**src/rtl/slicer_err_win.sv**
```systemverilog
// Decision-directed 4-ASK slicer with windowed mean-|x| reference tracking.
// Latency: err/dec/sym_idx registered 1 clk after the sampling clk_en edge.
// No backpressure: consumes one symbol per clk_en pulse, gaps of any length allowed.
module slicer_err_win #(
  parameter int                 WIN_LEN  = 10,
  parameter logic signed [17:0] REF_INIT = 18'sd65536,
  parameter logic signed [17:0] REF_MAX  = 18'sd87380
) (
  input  logic                      clk,
  input  logic                      reset,
  input  logic                      clk_en,
  input  logic signed [17:0]        sym_in,
  output logic signed [17:0]        err,
  output logic signed [17:0]        dec,
  output logic [1:0]                sym_idx,
  output logic signed [17:0]        ref_lvl,
  output logic                      hold,
  output logic [WIN_LEN-1:0]        win_cnt
);

  localparam int ACC_W = 18 + WIN_LEN;

  // Abs accumulator for the current window; wide enough for 2^WIN_LEN full-scale symbols.
  logic [ACC_W-1:0]   acc;
  // Set once hold has survived the first clk_en after the boundary; clears hold next edge.
  logic               hold_seen;

  logic signed [18:0] sym19;
  logic signed [18:0] b19;
  logic signed [18:0] h19;
  logic signed [18:0] o19;
  logic signed [18:0] dec_n;
  logic signed [18:0] err_n;
  logic [1:0]         idx_n;
  logic [17:0]        sym_abs;
  logic [ACC_W-1:0]   acc_sum;
  logic [17:0]        mean;
  logic signed [17:0] ref_n;
  logic               terminal;

  assign sym19    = {sym_in[17], sym_in};
  assign b19      = {ref_lvl[17], ref_lvl};
  assign h19      = b19 >>> 1;
  assign o19      = b19 + h19;
  assign terminal = (win_cnt == {WIN_LEN{1'b1}});

  // Four-region slicer against the current reference; ties go to the upper region.
  always_comb begin
    dec_n = '0;
    idx_n = 2'd0;
    if (sym19 >= b19) begin
      dec_n = o19;
      idx_n = 2'd3;
    end else if (sym19 >= 19'sd0) begin
      dec_n = h19;
      idx_n = 2'd2;
    end else if (sym19 >= -b19) begin
      dec_n = -h19;
      idx_n = 2'd1;
    end else begin
      dec_n = -o19;
      idx_n = 2'd0;
    end
  end

  // The REF_MAX clamp keeps |sym - dec| inside 18 bits, so truncation below is lossless.
  assign err_n = sym19 - dec_n;

  // Magnitude as unsigned 18 bits so that the most negative input maps to +2^17.
  assign sym_abs = sym_in[17] ? (~$unsigned(sym_in) + 18'd1) : $unsigned(sym_in);
  assign acc_sum = acc + ACC_W'(sym_abs);
  assign mean    = acc_sum[ACC_W-1:WIN_LEN];

  // Window mean clamped to [1, REF_MAX]; floor of 1 keeps the thresholds distinct.
  always_comb begin
    ref_n = REF_MAX;
    if (mean == 18'd0) begin
      ref_n = 18'sd1;
    end else if (mean <= $unsigned(REF_MAX)) begin
      ref_n = $signed(mean);
    end
  end

  // Register slicer outputs on each symbol; they hold between clk_en pulses.
  always_ff @(posedge clk or negedge reset) begin
    if (!reset) begin
      err     <= '0;
      dec     <= '0;
      sym_idx <= 2'd0;
    end else if (clk_en) begin
      err     <= err_n[17:0];
      dec     <= dec_n[17:0];
      sym_idx <= idx_n;
    end
  end

  // Window counting, accumulation and reference update at the terminal symbol.
  always_ff @(posedge clk or negedge reset) begin
    if (!reset) begin
      acc     <= '0;
      win_cnt <= '0;
      ref_lvl <= REF_INIT;
    end else if (clk_en) begin
      win_cnt <= win_cnt + WIN_LEN'(1);
      if (terminal) begin
        acc     <= '0;
        ref_lvl <= ref_n;
      end else begin
        acc     <= acc_sum;
      end
    end
  end

  // hold rises at the boundary, spans the next clk_en edge, and drops on the edge after it.
  always_ff @(posedge clk or negedge reset) begin
    if (!reset) begin
      hold      <= 1'b0;
      hold_seen <= 1'b0;
    end else if (clk_en && terminal) begin
      hold      <= 1'b1;
      hold_seen <= 1'b0;
    end else if (hold_seen) begin
      hold      <= 1'b0;
      hold_seen <= 1'b0;
    end else if (clk_en && hold) begin
      hold_seen <= 1'b1;
    end
  end

endmodule

```
**config.mk**
```make
export PLATFORM = sky130hd
export DESIGN_NAME = slicer_err_win
export DESIGN_NICKNAME = d
export VERILOG_FILES = /design/src/rtl/slicer_err_win.sv
export SDC_FILE = /design/constraint.sdc
export NUM_CORES = 1
export LEC_CHECK = 0
export CORE_MARGIN = 3
export CORE_UTILIZATION = 60
export DETAILED_ROUTE_END_ITERATION = 12
export PLACE_DENSITY = 0.91
export SYNTH_ARGS = -nofsm -noshare
export SYNTH_HDL_FRONTEND = slang
export SYNTH_SLANG_ARGS = --single-unit
```
**constraint.sdc**
```tcl
create_clock -name clk -period 11.36 [get_ports clk]
set_input_delay 1.136 -clock clk [delete_from_list [all_inputs] [get_ports clk]]
set_output_delay 1.136 -clock clk [all_outputs]
set_load 0.005 [all_outputs]
```
==> impl_metrics.env, run 1 <==
export IMPL_synth_distinct_cells=94
export IMPL_wl_per_cell_um=20.4
export IMPL_synth_area_um2=9590
export IMPL_p_leak_nw=4.72
export IMPL_worstPathMaxFanout=14
export IMPL_cap_violations=0
export IMPL_clk_latency_ns=0.37
export IMPL_cts_sinks=96
export IMPL_fin_skew_ns=0.00840
export IMPL_wirelength_mm=29.0
export IMPL_syn_avg_cell_area_um2=8.35
export IMPL_cts_hold_buf=0
export IMPL_core_area_um2=15400
export IMPL_rsz0062_at_grt="no"
export IMPL_cts_tree="built"
export IMPL_nets=1335
export IMPL_dp_hpwl_mm=22.0
export IMPL_num_io_pins=88
export IMPL_relSlewSlack_pct=24.9
export IMPL_start_kind="flip-flop"
export IMPL_rows=45
export IMPL_fin_setup_tns_ns=0
export IMPL_period_share_pct=66.2
export IMPL_first_iter_violations=892
export IMPL_min_path_type="flip-flop to flip-flop"
export IMPL_maxSlewViolCount=0
export IMPL_slowest_delay_ns=0.74
export IMPL_grt_pass1_wl_mm=46.1
export IMPL_cts_setup_buffers=0
export IMPL_die_w_um=132
export IMPL_ctsResizeCount=0
export IMPL_power_density_nw_per_um2=133
export IMPL_worstMarginPinSlew_ns=1.12
export IMPL_track_usage_pct=32.5
export IMPL_via_count=9291
export IMPL_cts_inserted_buffers=9
export IMPL_synth_seq_cells=96
export IMPL_crit_slowest_cell="a221o_1"
export IMPL_setup_violations=0
export IMPL_viasPerCell=6.53
export IMPL_hold_viol_final=0
export IMPL_async_flop_share_pct=100
export IMPL_outcome="finished clean"
export IMPL_firstDrtPassIters=6
export IMPL_post_route_min_period_ns=7.52
export IMPL_die_h_um=132
export IMPL_drc=0
export IMPL_cp_arrival_ns=7.78
export IMPL_clockBufferDepth=2
export IMPL_max_freq_ghz=0.133
export IMPL_grt_pass1_vias=8752
export IMPL_r2r_cells=30
export IMPL_antenna_found_initial=0
export IMPL_synth_ff_type="dfrtp_1"
export IMPL_gp_congestion=0.982
export IMPL_grt_max_degree=56
export IMPL_port_buffers=87
export IMPL_final_common_cell="nand2_1"
export IMPL_cts_root_buf="clkbuf_16"
export IMPL_clk_pin_slew_ns=0.07
export IMPL_fill_cells=1304
export IMPL_crit_top_cell="nand2_1"
export IMPL_grt_overflow_total=0
export IMPL_ant_nets=0
export IMPL_syn_nets=1278
export IMPL_diodes=0
export IMPL_synth_edf_count=0
export IMPL_final_cells=1422
export IMPL_drive_gt1_share_pct=5.45
export IMPL_start_util_pct=62.2
export IMPL_ir_worst_vdd_v=0.000129
export IMPL_synth_cells=1149
export IMPL_htreeDepth=3
export IMPL_finalWorstSetupSlack_ns=3.84
export IMPL_final_cell_mix="nand2_1 (109), ha_1 (105), nor2_1 (95), dfrtp_1 (95), clkdlybuf4s50_1 (85)"
export IMPL_dpl_cell_count=1406
export IMPL_cp_required_ns=11.62
export IMPL_critPathCaptureType="flip-flop"
export IMPL_areaGrowthSynthToFinish_pct=13.3
export IMPL_path_class="flip-flop to flip-flop"
export IMPL_dp_slack_ns=3.97
export IMPL_die_area_um2=17500
export IMPL_synth_seq_area_share_pct=25.1
export IMPL_ys_warn_count=0
export IMPL_whs_path_depth=1
[per-stage QoR]
step           instance area, um^2  power (mW)  utilization, %  hold slack, ns
6_report                     10900        1.45            70.5           0.482
5_1_grt                      10900        1.54            70.5           0.511
4_1_cts                      10900        1.44            70.5           0.485
3_5_place_dp                 10600        1.14            68.6           0.468
3_3_place_gp                 10600        1.12            68.6           0.465
2_1_floorplan                 9590       0.929               -           0.458
[flip-flops by register name (all words and copies together), names as in the netlist]
signal and cells:
hold 1, err 18, acc 28, dec 18, sym_idx 2, hold_seen 1
ref_lvl 18, win_cnt 10
[path summary, 6_finish.rpt]
path                                           end  slack [ns]                    from
max                            err[14]$_DFFE_PN0P_        3.84  ref_lvl[1]$_DFFE_PN0P_
min reg2reg                     err[7]$_DFFE_PN0P_        0.48      err[7]$_DFFE_PN0P_
min in group asynchronous  ref_lvl[17]$_DFFE_PN0P_        0.77                   reset
min                             err[7]$_DFFE_PN0P_        0.48      err[7]$_DFFE_PN0P_
max in group asynchronous       acc[3]$_DFFE_PN0P_        9.50                   reset
max reg2reg                    err[14]$_DFFE_PN0P_        3.84  ref_lvl[1]$_DFFE_PN0P_
[power breakdown]
group          internal (mW)  switching (mW)
Clock                  0.152           0.149
Sequential             0.411          0.0606
Combinational          0.299           0.375
[routing by layer]
metal,routed length [um],vias to the layer above,GRT usage [%],share of wire (%)
li1,-,4360,-,-
met1,11700,4426,42.1,41
met2,13900,413,53.2,48
met3,2150,92,5.67,7.4
met4,1210,0,14.8,4.2
met5,0,-,0,0
[synthesized netlist by cell type, types with 4 or more instances]
master     number  area [um^2]
a211o_1         7         61.3
a211oi_1        9         67.6
a21o_1         23          173
a21oi_1        72          360
a221o_1         6         60.1
a221oi_1        4         35.0
a22o_1          8         70.1
a22oi_1         4         30.0
a31oi_1        21          131
and3_1         13         81.3
buf_2           7         35.0
clkbuf_1       40          150
dfrtp_1        95         2380
ha_1          105         1310
inv_1          48          180
mux2_2         11          124
nand2_1       109          409
nand2b_1       11         68.8
nand3_1        26          130
nand4_1        13         81.3
nor2_1         95          357
nor2b_1        16          100
nor3_1         15         75.1
nor3b_1         8         60.1
nor4_1         10         62.6
o2111ai_1       5         43.8
o211a_1         6         60.1
o211ai_1        9         67.6
o21a_1         13         97.6
o21ai_0        71          355
o21ai_1        13         65.1
o21bai_1        5         37.5
o22ai_1         8         50.1
o2bb2ai_1      20          175
o31a_1          5         43.8
o31ai_1        22          165
o41ai_1         4         35.0
or2_2           9         56.3
or3_1           4         25.0
or4_1           4         30.0
xnor2_1        71          622
xor2_1         26          228
[worst max-delay path, delay by kind of cell (launching register included)]
family / cells / cell delay (ns)
AND/OR/NAND/NOR: 12 / 2.21
adder cells (fa/ha/maj): 4 / 1.31
flip-flops: 1 / 0.45
XOR/XNOR: 1 / 0.11
buffers and inverters: 3 / 0.43
AO/OA/AOI/OAI: 10 / 2.91
[logic make-up (layout without fill, tap and decap cells)]
family          count (synthesis)  after routing  synth area share [%]
buf+inv                       100            162                  4.04
compound gates                378            378                  27.8
xor+xnor                       97             97                  8.86
fa+ha+maj                     108            108                  14.3
simple gates                  355            355                  18.1
flops                          96             96                  25.1
mux                            15             15                  1.76
[final cells by class]
class	count	area [um^2]	share of cell area (%)
clock inverter	6	56.3	0.518
tap	211	264	2.43
clock buffer	10	229	2.11
multi-input combinational	953	6800	62.5
timing repair buffer	96	931	8.56
inverter	50	188	1.73
sequential	96	2400	22.1
No activity file was read; power rests on OpenSTA's default activity.
==> inputs of run 2 (changes only) <==
CORE_UTILIZATION = 54   (was 60)
PLACE_DENSITY = 0.87   (was 0.91)
clock period = 6.1 ns   (was 11.36 ns; I/O delays follow)
==> run 2 against run 1 <==
Compared with the run above: critical path depth fell by 3; combinational power rose by 96%; critical path type unchanged; hold slack got worse by 0.27 ns; highest routed layer unchanged; power rose by 91%; sequential cell count did not move.
==> impl_metrics.env, run 2 (synthesis results as in run 1) <==
export IMPL_outcome="finished clean"
export IMPL_power_density_nw_per_um2=234
export IMPL_post_route_min_period_ns=6.08
export IMPL_first_iter_violations=688
export IMPL_drive_gt1_share_pct=15.2
export IMPL_cts_inserted_buffers=9
export IMPL_min_path_type="input pin to asynchronous set/reset pin"
export IMPL_grt_max_degree=59
export IMPL_num_io_pins=88
export IMPL_rows=48
export IMPL_ir_worst_vdd_v=0.000300
export IMPL_top_layer="met4"
export IMPL_setup_violations=0
export IMPL_drc=0
export IMPL_diodes=0
export IMPL_final_cells=1531
export IMPL_regArea_um2=2400
export IMPL_htreeDepth=3
export IMPL_clk_pin_slew_ns=0.08
export IMPL_fin_skew_ns=0.0124
export IMPL_clockBufferDepth=2
export IMPL_clkPwrFrac_pct=20.4
export IMPL_clk_latency_ns=0.37
export IMPL_die_h_um=139
export IMPL_multi_input_area_um2=6990
export IMPL_hold_viol_final=0
export IMPL_worstReg2RegEnd="err[15]$_DFFE_PN0P_"
export IMPL_r2r_start="ref_lvl[3]$_DFFE_PN0P_"
export IMPL_rsz0062_at_grt="yes"
export IMPL_track_usage_pct=30.1
export IMPL_firstDrtPassIters=6
export IMPL_final_cell_mix="nand2_1 (107), buf_4 (102), ha_1 (100)"
export IMPL_grt_pass1_wl_mm=47.7
export IMPL_port_buffers=87
export IMPL_top_register="acc"
export IMPL_dp_hpwl_mm=22.7
export IMPL_path_class="flip-flop to flip-flop"
export IMPL_p_seq_share_pct=31.7
export IMPL_cp_required_ns=6.36
export IMPL_maxSlewViolCount=0
export IMPL_final_common_cell="nand2_1"
export IMPL_period_share_pct=99.7
export IMPL_cp_arrival_ns=6.34
export IMPL_swShare_pct=40.2
export IMPL_worstMarginPinSlew_ns=0.947
export IMPL_die_w_um=139
export IMPL_relSlewSlack_pct=36.8
export IMPL_dr_wl_met2_mm=14.7
export IMPL_dpl_cell_count=1498
export IMPL_start_util_pct=55.2
export IMPL_nets=1430
export IMPL_wirelength_mm=30.4
export IMPL_start_kind="flip-flop"
export IMPL_fin_setup_tns_ns=0
export IMPL_cts_tree="built"
export IMPL_core_area_um2=17400
export IMPL_fill_cells=1382
export IMPL_areaGrowthSynthToFinish_pct=23.0
export IMPL_intPower_mw=1.65
export IMPL_worstPathMaxFanout=5
export IMPL_grt_pass1_vias=9384
export IMPL_gp_congestion=1.00
export IMPL_cts_sinks=96
export IMPL_die_area_um2=19400
export IMPL_largest_register_ff_count=28
export IMPL_total_power_mw=2.76
export IMPL_grt_overflow_total=0
export IMPL_antenna_found_initial=0
export IMPL_ant_nets=0
export IMPL_wl_per_cell_um=19.8
export IMPL_viasPerCell=6.38
export IMPL_drt_met1_wl_mm=11.7
export IMPL_cts_hold_buf=0
export IMPL_cts_root_buf="clkbuf_16"
export IMPL_wl_met3_mm=2.31
export IMPL_max_freq_ghz=0.164
export IMPL_r2r_slack_ns=0.02
export IMPL_cap_violations=0
export IMPL_critPathCaptureType="flip-flop"
export IMPL_comb_power_share_pct=47.9
export IMPL_p_leak_nw=5.22
export IMPL_r2r_cells=27
export IMPL_via_count=9773
export IMPL_netSwitchingPower_mw=1.11
run 2: cell types whose count changed in the layout (fill, tap and decap cells not counted), moves of 4 or more:
cell / previous run / this run
a21oi_1: 72 / 68
a21oi_2: 1 / 5
buf_4: 10 / 102
ha_1: 105 / 100
ha_4: 0 / 4
inv_1: 48 / 41
inv_2: 1 / 8
nor2_1: 95 / 90
o21ai_0: 71 / 66
o21ai_2: 1 / 6
run 2: what timing repair did:
action                                  CTS  global route
endpoints found under the setup margin    4            21
setup buffers                             2            15
cloned                                    0             0
pin swaps                                 4            33
resized for setup                         4            46
run 2: critical path, stage by stage (launching register included):
cell,delay [ns]
dfrtp_1,0.40
inv_2,0.12
ha_1,0.19
nand4_1,0.20
nor2_4,0.22
nand3_1,0.12
xnor2_1,0.15
ha_1,0.31
nand4_1,0.15
nor2_1,0.06
a221o_1,0.41
a221oi_4,0.40
mux2i_1,0.23
a21oi_1,0.09
o21ai_2,0.21
ha_1,0.26
nor2b_4,0.13
o21ai_2,0.17
a21boi_2,0.09
o21ai_2,0.17
a21boi_2,0.09
o31a_1,0.35
a311oi_4,0.34
o311ai_4,0.16
a311o_1,0.39
a31oi_1,0.20
xnor2_1,0.09
mux2_4,0.25
run 2: per-layer routing:
layer / vias up / track usage (%)
met4: 0 / 15.1
met2: 450 / 50.7
met3: 132 / 5.02
met1: 4635 / 37.4
li1: 4556 / -
met5: - / 0
run 2: cell type report:
| type | instances | area share, % |
|---|---|---|
| clock buffer | 10 | 1.94 |
| clock inverter | 6 | 0.414 |
| inverter | 50 | 1.59 |
| multi-input combinational | 953 | 59.2 |
| sequential | 96 | 20.4 |
| tap | 225 | 2.39 |
| timing repair buffer | 191 | 14.0 |
run 2: how the worst max path moves through the flow:
| stage | from | to | slack [ns] | depth (start not counted) |
|---|---|---|---|---|
| 2_1_floorplan | ref_lvl[2]$_DFFE_PN0P_ | err[15]$_DFFE_PN0P_ | 0.01 | 32 |
| 3_3_place_gp | ref_lvl[5]$_DFFE_PN0P_ | err[15]$_DFFE_PN0P_ | 0.09 | 28 |
| 3_5_place_dp | ref_lvl[5]$_DFFE_PN0P_ | err[15]$_DFFE_PN0P_ | -0.25 | 28 |
| 4_1_cts | ref_lvl[5]$_DFFE_PN0P_ | err[14]$_DFFE_PN0P_ | 0.009 | 33 |
| 5_1_grt | ref_lvl[7]$_DFFE_PN0P_ | err[15]$_DFFE_PN0P_ | -0.26 | 31 |
| 6_report | ref_lvl[3]$_DFFE_PN0P_ | err[15]$_DFFE_PN0P_ | 0.02 | 27 |
run 2: power by group through the flow:
| stage | sequential, mW | clock, mW | combinational (mW) |
|---|---|---|---|
| finish | 0.875 | 0.562 | 1.32 |
| global route | 0.896 | 0.594 | 1.45 |
| CTS | 0.873 | 0.569 | 1.29 |
| detailed placement | 0.884 | 0 | 1.27 |
| global placement | 0.879 | 0 | 1.23 |
| floorplan | 0.858 | 0 | 0.872 |
run 2: metrics by stage:
step	utilization [%]	hold WS [ns]	worst slack, ns	instance area, um^2
after global placement	64.5	0.468	0.0890	11200
final	67.9	0.215	0.0162	11800
after detailed placement	64.5	0.478	-0.252	11200
after global routing	67.9	0.262	-0.256	11800
after CTS	66.3	0.225	0.00883	11500
after floorplan	-	0.314	0.0149	9600
==> inputs of run 3 (changes only) <==
CORE_UTILIZATION = 60   (was 54)
DONT_BUFFER_PORTS = 1   (was unset)
==> run 3 against run 2 <==
Compared with the run above: the flow now finishes with violations (setup timing); sequential cell count did not move; power fell by 6.1%; final cell count fell by 8.9%; global-route usage rose by 1.6 points; non-clock buffer count fell by 123; first-iteration DRC count rose by 37%.
==> impl_metrics.env, run 3 (synthesis results as in run 1) <==
export IMPL_outcome="complete, but fails checks"
export IMPL_violations="setup timing"
export IMPL_crit_cells=30
export IMPL_crit_slowest_cell="a221o_1"
export IMPL_final_cell_mix="nand2_1 (107), ha_1 (98), dfrtp_1 (95)"
export IMPL_wl_per_cell_um=21.2
export IMPL_post_route_min_period_ns=6.19
export IMPL_total_power_mw=2.59
export IMPL_die_h_um=132
export IMPL_grt_use_met2_pct=52.3
export IMPL_antenna_found_initial=0
export IMPL_port_buffers=0
export IMPL_cts_inserted_buffers=9
export IMPL_cpLargestDelayFamily="compound AO/OA/AOI/OAI gates"
export IMPL_areaGrowthSynthToFinish_pct=11.7
export IMPL_fill_cells=1201
export IMPL_nets=1307
export IMPL_largest_register_ff_count=28
export IMPL_fin_setup_tns_ns=-0.152
export IMPL_grt_pass1_wl_mm=45.0
export IMPL_power_density_nw_per_um2=242
export IMPL_min_path_type="input pin to asynchronous set/reset pin"
export IMPL_first_iter_violations=944
export IMPL_p_leak_nw=4.74
export IMPL_drive_gt1_share_pct=13.9
export IMPL_clk_latency_ns=0.37
export IMPL_setup_violations=2
export IMPL_die_w_um=132
export IMPL_maxSlewViolCount=0
export IMPL_grt_use_met1_pct=40.5
export IMPL_met3_usage_pct=6.12
export IMPL_cts_tree="built"
export IMPL_viasPerCell=6.71
export IMPL_rsz0062_at_grt="yes"
export IMPL_worstMarginPinSlew_ns=1.10
export IMPL_relSlewSlack_pct=27.0
export IMPL_firstDrtPassIters=6
export IMPL_cts_sinks=96
export IMPL_rows=45
export IMPL_cp_required_ns=6.36
export IMPL_ant_nets=0
export IMPL_die_area_um2=17500
export IMPL_wirelength_mm=29.5
export IMPL_whs_ns=0.0816
export IMPL_diodes=0
export IMPL_htreeDepth=3
export IMPL_grt_pass1_vias=8599
export IMPL_grt_max_degree=96
export IMPL_fin_util_pct=69.4
export IMPL_worstReg2RegEnd="err[15]$_DFFE_PN0P_"
export IMPL_slowest_delay_ns=0.44
export IMPL_fin_area_um2=10700
export IMPL_finalWorstSetupSlack_ns=-0.0884
export IMPL_critPathCaptureType="flip-flop"
export IMPL_ir_worst_vdd_v=0.000218
export IMPL_grt_overflow_total=0
export IMPL_start_kind="flip-flop"
export IMPL_dp_slack_ns=-0.0756
export IMPL_regArea_um2=2400
export IMPL_r2r_slack_ns=-0.09
export IMPL_final_cells=1394
export IMPL_r2r_start="ref_lvl[1]$_DFFE_PN0P_"
export IMPL_multi_input_area_um2=7020
export IMPL_max_freq_ghz=0.162
export IMPL_final_common_cell="nand2_1"
export IMPL_top_register="acc"
export IMPL_fin_skew_ns=0.00671
export IMPL_start_util_pct=62.2
export IMPL_hold_viol_final=0
export IMPL_clockBufferDepth=2
export IMPL_cp_num_buf_inv=4
export IMPL_track_usage_pct=31.7
export IMPL_drc=0
export IMPL_clk_pin_slew_ns=0.08
export IMPL_core_area_um2=15400
export IMPL_worstPathMaxFanout=5
export IMPL_gp_congestion=0.996
export IMPL_grt_busiest_layer="met2"
export IMPL_postPlaceCellArea_um2=10000
export IMPL_num_io_pins=88
export IMPL_path_class="flip-flop to flip-flop"
export IMPL_dpl_cell_count=1360
export IMPL_via_count=9350
export IMPL_cap_violations=0
export IMPL_cts_root_buf="clkbuf_16"
export IMPL_cp_arrival_ns=6.44
export IMPL_r2r_cells=30
export IMPL_period_share_pct=101
export IMPL_dp_hpwl_mm=21.3
-- run 3: changes by cell type in the layout (fill, tap and decap cells not counted), sizes merged --
cell	previous run	this run
buf	106	68
clkdlybuf4s50	85	0
clkinv	1	4
clkinvlp	3	0
-- run 3: final cells by class --
| cell class | count | share of cell area (%) |
|---|---|---|
| Clock buffer | 10 | 2.23 |
| Inverter | 50 | 1.75 |
| Clock inverter | 6 | 0.561 |
| Tap cell | 211 | 2.47 |
| Timing Repair Buffer | 68 | 5.04 |
| Sequential cell | 96 | 22.4 |
| Multi-Input combinational cell | 953 | 65.5 |
-- run 3: repair_timing --
action,4_1_cts,5_1_grt
pin swaps,1,36
setup endpoints to repair,5,8
cloned,0,1
buffers inserted,0,16
hold endpoints to repair,95,0
hold buffers,1,0
gates resized for setup,2,54
-- run 3: report_power, final --
group	switching, mW	internal, mW
Sequential	0.125	0.766
Combinational	0.641	0.472
Clock	0.291	0.298
-- run 3: metal layers --
layer,vias to the layer above,part of all wire [%]
met5,-,0
met4,0,5.4
met2,507,46
met1,4387,40
met3,136,9.1
li1,4320,-
-- run 3: how the worst max path moves through the flow --
stage,slack [ns],start,endpoint
detailed placement,-0.08,ref_lvl[5]$_DFFE_PN0P_,err[15]$_DFFE_PN0P_
finish,-0.09,ref_lvl[1]$_DFFE_PN0P_,err[15]$_DFFE_PN0P_
global placement,0.1,ref_lvl[5]$_DFFE_PN0P_,err[15]$_DFFE_PN0P_
CTS,-0.02,ref_lvl[5]$_DFFE_PN0P_,err[15]$_DFFE_PN0P_
global route,-0.29,ref_lvl[6]$_DFFE_PN0P_,err[15]$_DFFE_PN0P_
floorplan,0.01,ref_lvl[2]$_DFFE_PN0P_,err[15]$_DFFE_PN0P_
